[src/rtl/forth_loader.sv]
// Boot/reload controller: holds the forth core in reset while a framed byte
// stream (A5, LEN, words hi-first, XOR checksum) is written into instruction RAM.
module forth_loader #(
  parameter int iaddr_width = 10
) (
  input  logic                   clk,
  input  logic                   reset,
  input  logic [7:0]             rx_data,
  input  logic                   rx_valid,
  output logic                   rx_ready,
  output logic [iaddr_width-1:0] imem_waddr,
  output logic [15:0]            imem_wdata,
  output logic                   imem_we,
  output logic                   core_reset,
  output logic                   busy,
  output logic                   err
);

  typedef enum logic [2:0] {
    IDLE, LEN_H, LEN_L, DATA_H, DATA_L, WRITE, CSUM, RUN
  } state_t;

  localparam logic [16:0] MAX_LEN = 17'd1 << iaddr_width;

  state_t                 state_q, state_d;
  logic [7:0]             len_hi_q, len_hi_d;
  logic [15:0]            rem_q, rem_d;
  logic [iaddr_width-1:0] addr_q, addr_d;
  logic [7:0]             hi_q, hi_d;
  logic [7:0]             csum_q, csum_d;
  logic                   err_q, err_d;
  logic                   we_q, we_d;
  logic [iaddr_width-1:0] waddr_q, waddr_d;
  logic [15:0]            wdata_q, wdata_d;
  logic                   core_reset_q, core_reset_d;
  logic                   busy_q, busy_d;
  logic                   accept;
  logic [16:0]            len_full;

  assign rx_ready = !reset && (state_q != WRITE);
  assign accept   = rx_valid && rx_ready;
  assign len_full = {1'b0, len_hi_q, rx_data};

  always_comb begin
    state_d  = state_q;
    len_hi_d = len_hi_q;
    rem_d    = rem_q;
    addr_d   = addr_q;
    hi_d     = hi_q;
    csum_d   = csum_q;
    err_d    = err_q;
    we_d     = 1'b0;
    waddr_d  = waddr_q;
    wdata_d  = wdata_q;
    case (state_q)
      IDLE, RUN: begin
        // Anything other than a header is swallowed so the core never sees it.
        if (accept && rx_data == 8'hA5) begin
          state_d = LEN_H;
          err_d   = 1'b0;
          csum_d  = 8'h00;
          addr_d  = '0;
        end
      end
      LEN_H: if (accept) begin
        len_hi_d = rx_data;
        csum_d   = csum_q ^ rx_data;
        state_d  = LEN_L;
      end
      LEN_L: if (accept) begin
        csum_d = csum_q ^ rx_data;
        rem_d  = {len_hi_q, rx_data};
        if (len_full > MAX_LEN) begin
          err_d   = 1'b1;
          state_d = IDLE;
        end else if (len_full == 17'd0) begin
          state_d = CSUM;
        end else begin
          state_d = DATA_H;
        end
      end
      DATA_H: if (accept) begin
        hi_d    = rx_data;
        csum_d  = csum_q ^ rx_data;
        state_d = DATA_L;
      end
      DATA_L: if (accept) begin
        csum_d  = csum_q ^ rx_data;
        we_d    = 1'b1;
        waddr_d = addr_q;
        wdata_d = {hi_q, rx_data};
        state_d = WRITE;
      end
      WRITE: begin
        // A full-depth load wraps addr_q to 0 here but exits before writing again.
        addr_d  = addr_q + 1'b1;
        rem_d   = rem_q - 16'd1;
        state_d = (rem_q == 16'd1) ? CSUM : DATA_H;
      end
      CSUM: if (accept) begin
        if (rx_data == csum_q) begin
          state_d = RUN;
        end else begin
          err_d   = 1'b1;
          state_d = IDLE;
        end
      end
      default: state_d = IDLE;
    endcase
    core_reset_d = (state_d != RUN);
    busy_d       = (state_d != IDLE) && (state_d != RUN);
  end

  always_ff @(posedge clk) begin
    if (reset) begin
      state_q      <= IDLE;
      len_hi_q     <= 8'h00;
      rem_q        <= 16'h0000;
      addr_q       <= '0;
      hi_q         <= 8'h00;
      csum_q       <= 8'h00;
      err_q        <= 1'b0;
      we_q         <= 1'b0;
      waddr_q      <= '0;
      wdata_q      <= 16'h0000;
      core_reset_q <= 1'b1;
      busy_q       <= 1'b0;
    end else begin
      state_q      <= state_d;
      len_hi_q     <= len_hi_d;
      rem_q        <= rem_d;
      addr_q       <= addr_d;
      hi_q         <= hi_d;
      csum_q       <= csum_d;
      err_q        <= err_d;
      we_q         <= we_d;
      waddr_q      <= waddr_d;
      wdata_q      <= wdata_d;
      core_reset_q <= core_reset_d;
      busy_q       <= busy_d;
    end
  end

  assign imem_we    = we_q;
  assign imem_waddr = waddr_q;
  assign imem_wdata = wdata_q;
  assign core_reset = core_reset_q;
  assign busy       = busy_q;
  assign err        = err_q;

endmodule

[config.mk]
export PLATFORM = sky130hd
export DESIGN_NAME = forth_loader
export DESIGN_NICKNAME = d
export VERILOG_FILES = /design/src/rtl/forth_loader.sv
export SDC_FILE = /design/constraint.sdc
export NUM_CORES = 1
export LEC_CHECK = 0
export ABC_AREA = 1
export CORE_MARGIN = 8
export CORE_UTILIZATION = 40
export DETAILED_ROUTE_END_ITERATION = 6
export PLACE_DENSITY = 0.71
export SYNTH_ARGS = -nofsm -noshare
export SYNTH_HDL_FRONTEND = slang
export SYNTH_SLANG_ARGS = --single-unit
[constraint.sdc]
create_clock -name clk -period 2.9 [get_ports clk]
set_clock_uncertainty 0.05 [all_clocks]
set_input_delay 0.435 -clock clk [delete_from_list [all_inputs] [get_ports clk]]
set_output_delay 0.435 -clock clk [all_outputs]
set_load 0.02 [all_outputs]
==> results.sh, run 1 <==
export IMPL_num_rows=36
export IMPL_seqCellArea_sq_um=1660
export IMPL_vias=3816
export IMPL_period_needed_ps=2470
export IMPL_first_pass_iters=5
export IMPL_worstSkewPairLatency_ps=350
export IMPL_cp_max_fo=20
export IMPL_slew_headroom=0.584
export IMPL_status="finished clean"
export IMPL_grt_max_degree=63
export IMPL_holdPathStages=2
export IMPL_hold_path_class="reg -> reg"
export IMPL_globalplace_congestion=0.918
export IMPL_antennaDiodeCount=0
export IMPL_ir_drop_mv=0.251
export IMPL_h_tree_depth=3
export IMPL_drc=0
export IMPL_p_leak_nw=1.99
export IMPL_drv_slew=0
export IMPL_clock_fmax_mhz=405
export IMPL_yosys_area_share_xor_xnor=0.00888
export IMPL_power_density_nw_per_um2=468
export IMPL_instances_no_fill=746
export IMPL_avgSynthCellArea_sq_um=6.88
export IMPL_period_share=0.851
export IMPL_synthMuxAreaShare=0
export IMPL_gr_total_overflow=0
export IMPL_dp_cells=730
export IMPL_grt_pass1_vias=3550
export IMPL_ios=42
export IMPL_ant_nets=0
export IMPL_stdcell_area_sq_um=4690
export IMPL_synth_top_family_by_area="simple AND/OR/NAND/NOR gates"
export IMPL_synthCells=573
export IMPL_syn_area_sq_um=3950
export IMPL_criticalPathCategory="reg -> out"
export IMPL_worstMarginPinSlew_ps=623
export IMPL_place_area_sq_um=4460
export IMPL_clock_path_buffers=2
export IMPL_synth_seq_area_share=0.421
export IMPL_multi_input_area_sq_um=1930
export IMPL_antenna_found_initial=0
export IMPL_dp_hpwl_um=7200
export IMPL_n_fill_cell=965
export IMPL_final_nets=622
export IMPL_wl_per_cell_um=13.7
export IMPL_yosys_area_share_adder=0.00951
export IMPL_crit_path_end_kind="primary output"
export IMPL_start_util=0.407
export IMPL_synth_simple_area_share=0.260
export IMPL_grt_pass1_wl_um=16700
export IMPL_post_cts_resize_count=0
export IMPL_drtIter0Drc=326
export IMPL_area_growth_pct=18.8
export IMPL_grt_usage=0.155
export IMPL_synth_compound_area_share=0.210
export IMPL_die_w_um=115
export IMPL_utilization=0.484
export IMPL_setup_tns_ps=0
export IMPL_cts_made_buffers=9
export IMPL_ys_warn_count=0
export IMPL_rsz0062_at_grt="false"
export IMPL_cts_sinks=83
export IMPL_die_area_sq_um=13300
export IMPL_hold_buffers=0
export IMPL_layout_drive_gt1_share=0.0669
export IMPL_ff2ff_path_depth=9
export IMPL_core_sq_um=9680
export IMPL_port_buffers=41
export IMPL_clock_root_buffer="clkbuf_8"
export IMPL_fin_total_pwr_mw=2.19
export IMPL_arrival_ps=1980
export IMPL_start_kind="flip-flop"
export IMPL_drt_wl_total_um=10200
export IMPL_cts_setup_buffers=0
export IMPL_setup_violations_final=0
export IMPL_synth_distinct_cells=35
export IMPL_die_y_um=115
export IMPL_cap_violations=0
export IMPL_hold_violations=0
export IMPL_viasPerCell=5.12
export IMPL_synth_seq_cells=83
export IMPL_syn_nets=587
export IMPL_required_ps=2410
export IMPL_cts_tree="done"
export IMPL_path_clk_slew_ps=90
[synth_stat cells (all sizes together)]
cell | instances | share of area
ha | 3 | 0.0095
buf | 11 | 0.015
nand3 | 27 | 0.037
o21a | 1 | 0.0019
nor2 | 68 | 0.069
nand2 | 127 | 0.12
nor3 | 7 | 0.010
a21oi | 54 | 0.069
o211a | 8 | 0.020
o22ai | 1 | 0.0016
o211ai | 3 | 0.0057
inv | 66 | 0.063
xor2 | 4 | 0.0089
a31oi | 7 | 0.011
o311ai | 1 | 0.0022
or2 | 2 | 0.0032
nor4 | 1 | 0.0016
o21ai | 75 | 0.096
clkinv | 2 | 0.0022
o221ai | 1 | 0.0022
nor3b | 1 | 0.0019
nand4 | 9 | 0.014
dfxtp | 83 | 0.42
clkbuf | 11 | 0.010
[placed cells by master, fill, tap and decap left out, drive strengths merged]
cell	netlist	routed
clkbuf	11	9
a31oi	7	7
o22ai	1	1
nor2	68	68
o21ai	75	75
nor4	1	1
clkinv	2	2
nand4	9	9
clkinvlp	0	1
buf	11	5
inv	66	70
or2	2	2
o221ai	1	1
o211ai	3	3
clkdlybuf4s50	0	41
o311ai	1	1
bufinv	0	2
nand2	127	127
nand3	27	27
nor3b	1	1
o211a	8	8
nor3	7	7
xor2	4	4
dfxtp	83	83
o21a	1	1
a21oi	54	54
ha	3	3
[flip-flops by register name, summed over array words and instances, names as in the netlist]
register    flops
imem_waddr     10
imem_we         1
imem_wdata     16
rem_q          16
hi_q            8
core_reset      1
err             1
csum_q          8
state_q         3
addr_q         10
busy            1
len_hi_q        8
[report_power, final]
part	leakage, nW	internal, mW	total (mW)	switching (mW)
sequential	0.668	1.14	1.14	0.00138
clock	0.113	0.500	0.963	0.463
combinational	1.21	0.0297	0.0887	0.0590
[through the flow]
step	setup WS (ps)	hold slack [ps]
floorplan	1170	387
global placement	512	403
detailed placement	460	411
CTS	395	424
global route	172	450
finish	432	421
[worst max-delay path, cell delays in order, from the launching register on]
cell	delay, ps
dfxtp_1	460
inv_2	100
nor2_4	110
nand2_2	260
nand2_1	130
inv_1	40
clkdlybuf4s50_1	530
[routing by layer]
metal  GRT usage  vias up  share of wire
met5           0        -              0
met3      0.0263       15          0.041
met2       0.252      101           0.48
met4      0.0701        0          0.020
li1            -     1954              -
met1       0.198     1746           0.46
[final timing paths]
kind         slack [ps]       endpoint  startpoint
max                 430       rx_ready  state_q[0]
min                 420      rem_q[12]   rem_q[12]
max reg2reg         490  imem_wdata[5]  state_q[0]
min reg2reg         420      rem_q[12]   rem_q[12]
[final cells by class]
type,count,area share
Timing Repair Buffer,46,0.0955
Clock buffer,9,0.0264
Inverter,68,0.0547
Tap cell,133,0.0355
Multi-Input combinational cell,400,0.411
Clock inverter,7,0.0224
Sequential cell,83,0.354
[logic make-up (layout without fill, tap and decap cells)]
logic type | count (synthesis) | after routing
AO/OA/AOI/OAI | 151 | 151
XOR/XNOR | 4 | 4
adder cells (fa/ha/maj) | 3 | 3
buffers and inverters | 90 | 130
flip-flops | 83 | 83
AND/OR/NAND/NOR | 242 | 242
(Power assumes the default switching activity.)
==> run 2, diff against run 1 <==
--- a/config.mk
+++ b/config.mk
@@ -9,7 +9,9 @@
 export CORE_MARGIN = 8
 export CORE_UTILIZATION = 40
 export DETAILED_ROUTE_END_ITERATION = 6
+export GPL_ROUTABILITY_DRIVEN = 0
 export PLACE_DENSITY = 0.71
+export SETUP_SLACK_MARGIN = 0.05
 export SYNTH_ARGS = -nofsm -noshare
 export SYNTH_HDL_FRONTEND = slang
 export SYNTH_SLANG_ARGS = --single-unit
==> run 2 against run 1 <==
  * Combinational power decreased by 0.9%
  * Global-route usage decreased by 0.17 points
  * Cell count increased by 0.13%
  * Flip-flop and latch count unchanged
  * Die area unchanged
  * Non-clock buffer count increased by 1
  * Sequential power about the same
  * Critical path type unchanged
  * Largest power group unchanged
==> results.sh, run 2 (synthesis gave the netlist of run 1 again) <==
export IMPL_status="finished clean"
export IMPL_cts_sinks=83
export IMPL_path_clk_slew_ps=80
export IMPL_drt_wl_total_um=10000
export IMPL_grt_pass1_wl_um=16500
export IMPL_gr_total_overflow=0
export IMPL_cts_setup_buffers=0
export IMPL_required_ps=2410
export IMPL_dp_hpwl_um=7150
export IMPL_first_pass_iters=5
export IMPL_die_w_um=115
export IMPL_num_rows=36
export IMPL_area_growth_pct=18.5
export IMPL_hold_path_class="reg -> reg"
export IMPL_antenna_found_initial=0
export IMPL_worstMarginPinSlew_ps=622
export IMPL_grt_max_degree=63
export IMPL_wl_per_cell_um=13.4
export IMPL_cap_violations=0
export IMPL_grt_usage=0.154
export IMPL_drtIter0Drc=267
export IMPL_h_tree_depth=3
export IMPL_cts_made_buffers=9
export IMPL_crit_start="state_q[0]"
export IMPL_setup_violations_final=0
export IMPL_clock_fmax_mhz=445
export IMPL_clock_path_buffers=2
export IMPL_start_util=0.407
export IMPL_setup_tns_ps=0
export IMPL_layout_drive_gt1_share=0.0684
export IMPL_p_leak_nw=1.99
export IMPL_place_ws_ps=492
export IMPL_die_area_sq_um=13300
export IMPL_fin_total_pwr_mw=2.10
export IMPL_crit_path_end_kind="primary output"
export IMPL_arrival_ps=1760
export IMPL_hold_buffers=0
export IMPL_grt_pass1_vias=3453
export IMPL_n_fill_cell=954
export IMPL_core_sq_um=9680
export IMPL_vias=3777
export IMPL_period_needed_ps=2250
export IMPL_criticalPathCategory="reg -> out"
export IMPL_period_share=0.774
export IMPL_rsz0062_at_grt="false"
export IMPL_timing_rr_start="state_q[2]"
export IMPL_hold_slack_ps=420
export IMPL_layout_common_cells="124 x nand2_1, 83 x dfxtp_1, 71 x o21ai_0, 65 x nor2_1, 58 x inv_1"
export IMPL_seqCellArea_sq_um=1660
export IMPL_setup_ws_ps=654
export IMPL_clock_root_buffer="clkbuf_8"
export IMPL_final_nets=623
export IMPL_ir_drop_mv=0.210
export IMPL_final_common_cell="nand2_1"
export IMPL_antennaDiodeCount=0
export IMPL_ant_nets=0
export IMPL_power_density_nw_per_um2=450
export IMPL_holdCritStartpoint="addr_q[9]"
export IMPL_drv_slew=0
export IMPL_post_cts_resize_count=0
export IMPL_worstSkewPairLatency_ps=360
export IMPL_start_kind="flip-flop"
export IMPL_port_buffers=41
export IMPL_slew_headroom=0.585
export IMPL_viasPerCell=5.06
export IMPL_drc=0
export IMPL_ios=42
export IMPL_cts_tree="done"
export IMPL_multi_input_area_sq_um=1930
export IMPL_die_y_um=115
export IMPL_hold_violations=0
export IMPL_cp_max_fo=6
run 2: changes by cell type in the layout (fill, tap and decap cells not counted), sizes merged:
cell and delta:
clkinvlp +1, inv -2, bufinv -1, clkbuf +1, buf +1, clkinv +1
run 2: metal layers:
layer,vias to the layer above,share of wire,GRT usage
met4,0,0.021,0.0665
li1,1956,-,-
met5,-,0,0
met3,17,0.036,0.0257
met1,1722,0.48,0.201
met2,82,0.46,0.244
run 2: final timing paths:
kind | end | slack (ps) | depth (start not counted)
max reg2reg | csum_q[4] | 680 | 6
min | addr_q[9] | 420 | 2
max | rx_ready | 650 | 6
min reg2reg | addr_q[9] | 420 | 2
run 2: report_power, final:
part           internal [mW]  switching [mW]  total (mW)
sequential              1.14         0.00137        1.14
combinational         0.0297          0.0581      0.0879
clock                  0.429           0.446       0.875
run 2: metrics by stage:
stage,std cells,area (sq um),util
after global placement,731,4470,0.461
after global routing,747,4680,0.483
final,747,4680,0.483
after CTS,747,4680,0.483
after floorplan,573,3950,-
after detailed placement,731,4470,0.461
run 2: area by class of cell:
class | instances | area share
Sequential cell | 83 | 0.355
Inverter | 68 | 0.0549
Clock buffer | 10 | 0.0294
Tap cell | 133 | 0.0356
Multi-Input combinational cell | 400 | 0.412
Clock inverter | 6 | 0.0153
Timing Repair Buffer | 47 | 0.0974
run 2: worst max-delay path: stages, from the launching register on:
cell and delay, ps:
dfxtp_1 450, inv_2 100, nor2_4 130, nand2_2 90, nand2_1 70, inv_1 40
clkdlybuf4s50_1 530
==> run 3, diff against run 2 <==
--- a/config.mk
+++ b/config.mk
@@ -10,7 +10,7 @@
 export CORE_UTILIZATION = 40
 export DETAILED_ROUTE_END_ITERATION = 6
 export GPL_ROUTABILITY_DRIVEN = 0
-export PLACE_DENSITY = 0.71
+export PLACE_DENSITY = 0.73
 export SETUP_SLACK_MARGIN = 0.05
 export SYNTH_ARGS = -nofsm -noshare
 export SYNTH_HDL_FRONTEND = slang
==> constraint.sdc (replaced) <==
create_clock -name clk -period 2 [get_ports clk]
set_clock_uncertainty 0.05 [all_clocks]
set_input_delay 0.3 -clock clk [delete_from_list [all_inputs] [get_ports clk]]
set_output_delay 0.3 -clock clk [all_outputs]
set_load 0.02 [all_outputs]
==> run 3 against run 2 <==
  * Cell area increased by 6.7%
  * Non-clock buffer count increased by 34
  * Die area did not move
  * Sequential share of layout area shrank 2.1 points
  * Combinational power rose by 73%
  * Count of clock-buffer cells in the layout stayed put
  * Cell count is 4.6% higher
  * Critical path depth up 7
  * Total power rose by 46%
  * Critical path type is now reg -> reg
  * Highest routed layer unchanged
==> results.sh, run 3 (synthesis gave the netlist of run 1 again) <==
export IMPL_worstSkewPairLatency_ps=350
export IMPL_start_util=0.407
export IMPL_n_fill_cell=908
export IMPL_period_share=0.915
export IMPL_worst_path_buf_inv=3
export IMPL_drt_wl_total_um=10400
export IMPL_viasPerCell=5.10
export IMPL_worstMarginPinSlew_ps=548
export IMPL_hold_buffers=0
export IMPL_die_y_um=115
export IMPL_antenna_found_initial=0
export IMPL_h_tree_depth=3
export IMPL_core_sq_um=9680
export IMPL_cts_made_buffers=9
export IMPL_drtIter0Drc=301
export IMPL_cts_sinks=83
export IMPL_clock_path_buffers=2
export IMPL_wl_per_cell_um=13.3
export IMPL_utilization=0.515
export IMPL_vias=3980
export IMPL_place_ws_ps=-124
export IMPL_die_w_um=115
export IMPL_layout_common_cells="124 x nand2_1, 79 x dfxtp_1, 69 x o21ai_0, 61 x nor2_1, 58 x inv_1"
export IMPL_ant_nets=0
export IMPL_path_clk_slew_ps=90
export IMPL_slew_headroom=0.634
export IMPL_first_pass_iters=6
export IMPL_grt_pass1_vias=3810
export IMPL_final_nets=657
export IMPL_die_area_sq_um=13300
export IMPL_crit_path_top_delay_cell="dfxtp_4"
export IMPL_setup_violations_final=0
export IMPL_place_area_sq_um=4730
export IMPL_crit_path_end_kind="flip-flop"
export IMPL_ios=42
export IMPL_critical_path_max_stage_delay_ps=380
export IMPL_antennaDiodeCount=0
export IMPL_cap_violations=0
export IMPL_clock_root_buffer="clkbuf_8"
export IMPL_layout_drive_gt1_share=0.133
export IMPL_drc=0
export IMPL_hold_path_class="reg -> reg"
export IMPL_cp_cell_sequence="inv_2, nor2_4, nand2_2, nand3_4, buf_6, o21ai_0, inv_1, a21oi_1, nand3_1, nor2_1, nand3_1, nand2_1, nand2_1"
export IMPL_rsz0062_at_grt="true"
export IMPL_final_common_cell="nand2_1"
export IMPL_area_growth_pct=26.5
export IMPL_path_delay_family="simple AND/OR/NAND/NOR gates"
export IMPL_grt_usage=0.160
export IMPL_cts_tree="done"
export IMPL_required_ps=2210
export IMPL_dp_hpwl_um=7520
export IMPL_stdcell_area_sq_um=4990
export IMPL_drv_slew=0
export IMPL_p_leak_nw=2.18
export IMPL_period_needed_ps=1830
export IMPL_power_density_nw_per_um2=616
export IMPL_setup_ws_ps=171
export IMPL_clock_fmax_mhz=547
export IMPL_criticalPathCategory="reg -> reg"
export IMPL_hold_violations=0
export IMPL_cp_max_fo=9
export IMPL_gr_total_overflow=0
export IMPL_num_rows=36
export IMPL_hold_slack_ps=422
export IMPL_arrival_ps=2030
export IMPL_ir_drop_mv=0.418
export IMPL_grt_max_degree=63
export IMPL_status="finished clean"
export IMPL_fin_total_pwr_mw=3.07
export IMPL_start_kind="flip-flop"
export IMPL_grt_pass1_wl_um=17300
export IMPL_port_buffers=41
run 3: worst paths after layout:
check | start | end | slack, ps | cells after the start
max | state_q[0] | busy | 170 | 13
min | rem_q[12] | rem_q[12] | 420 | 2
max reg2reg | state_q[0] | busy | 170 | 13
min reg2reg | rem_q[12] | rem_q[12] | 420 | 2
run 3: what timing repair did:
item | 4_1_cts | 5_1_grt
buffers inserted | 0 | 0
gates cloned | 0 | 0
endpoints found under the setup margin | 1 | 16
resized for setup | 3 | 14
pin swaps | 0 | 0
run 3: through the flow:
step | TNS, ps | std cells
6_report | 0 | 781
5_1_grt | 0 | 781
4_1_cts | 0 | 781
3_5_place_dp | -729 | 765
3_3_place_gp | -244 | 765
2_1_floorplan | 0 | 573
run 3: final cells by class:
type / count / area [sq um] / area share
inverter: 68 / 256 / 0.0514
tap: 133 / 166 / 0.0334
timing repair buffer: 81 / 726 / 0.145
multi-input combinational: 400 / 1960 / 0.393
sequential: 83 / 1670 / 0.335
clock buffer: 10 / 138 / 0.0276
clock inverter: 6 / 72.6 / 0.0145
run 3: worst min-delay path, stage by stage (launching register included):
cell and delay (ps):
dfxtp_1 320, nand2_1 60, a21oi_1 50
run 3: power breakdown:
part           total [mW]  internal [mW]  leakage (nW)  switching [mW]
clock                1.27          0.622         0.103           0.647
combinational       0.152         0.0619          1.40          0.0902
sequential           1.65           1.65         0.671         0.00210
total                3.07           2.34          2.18           0.739
run 3: layer usage:
metal,part of all wire,up-vias,GRT usage
li1,-,2023,-
met1,0.44,1807,0.192
met2,0.49,129,0.270
met3,0.051,21,0.0278
met4,0.026,0,0.0771
met5,0,-,0
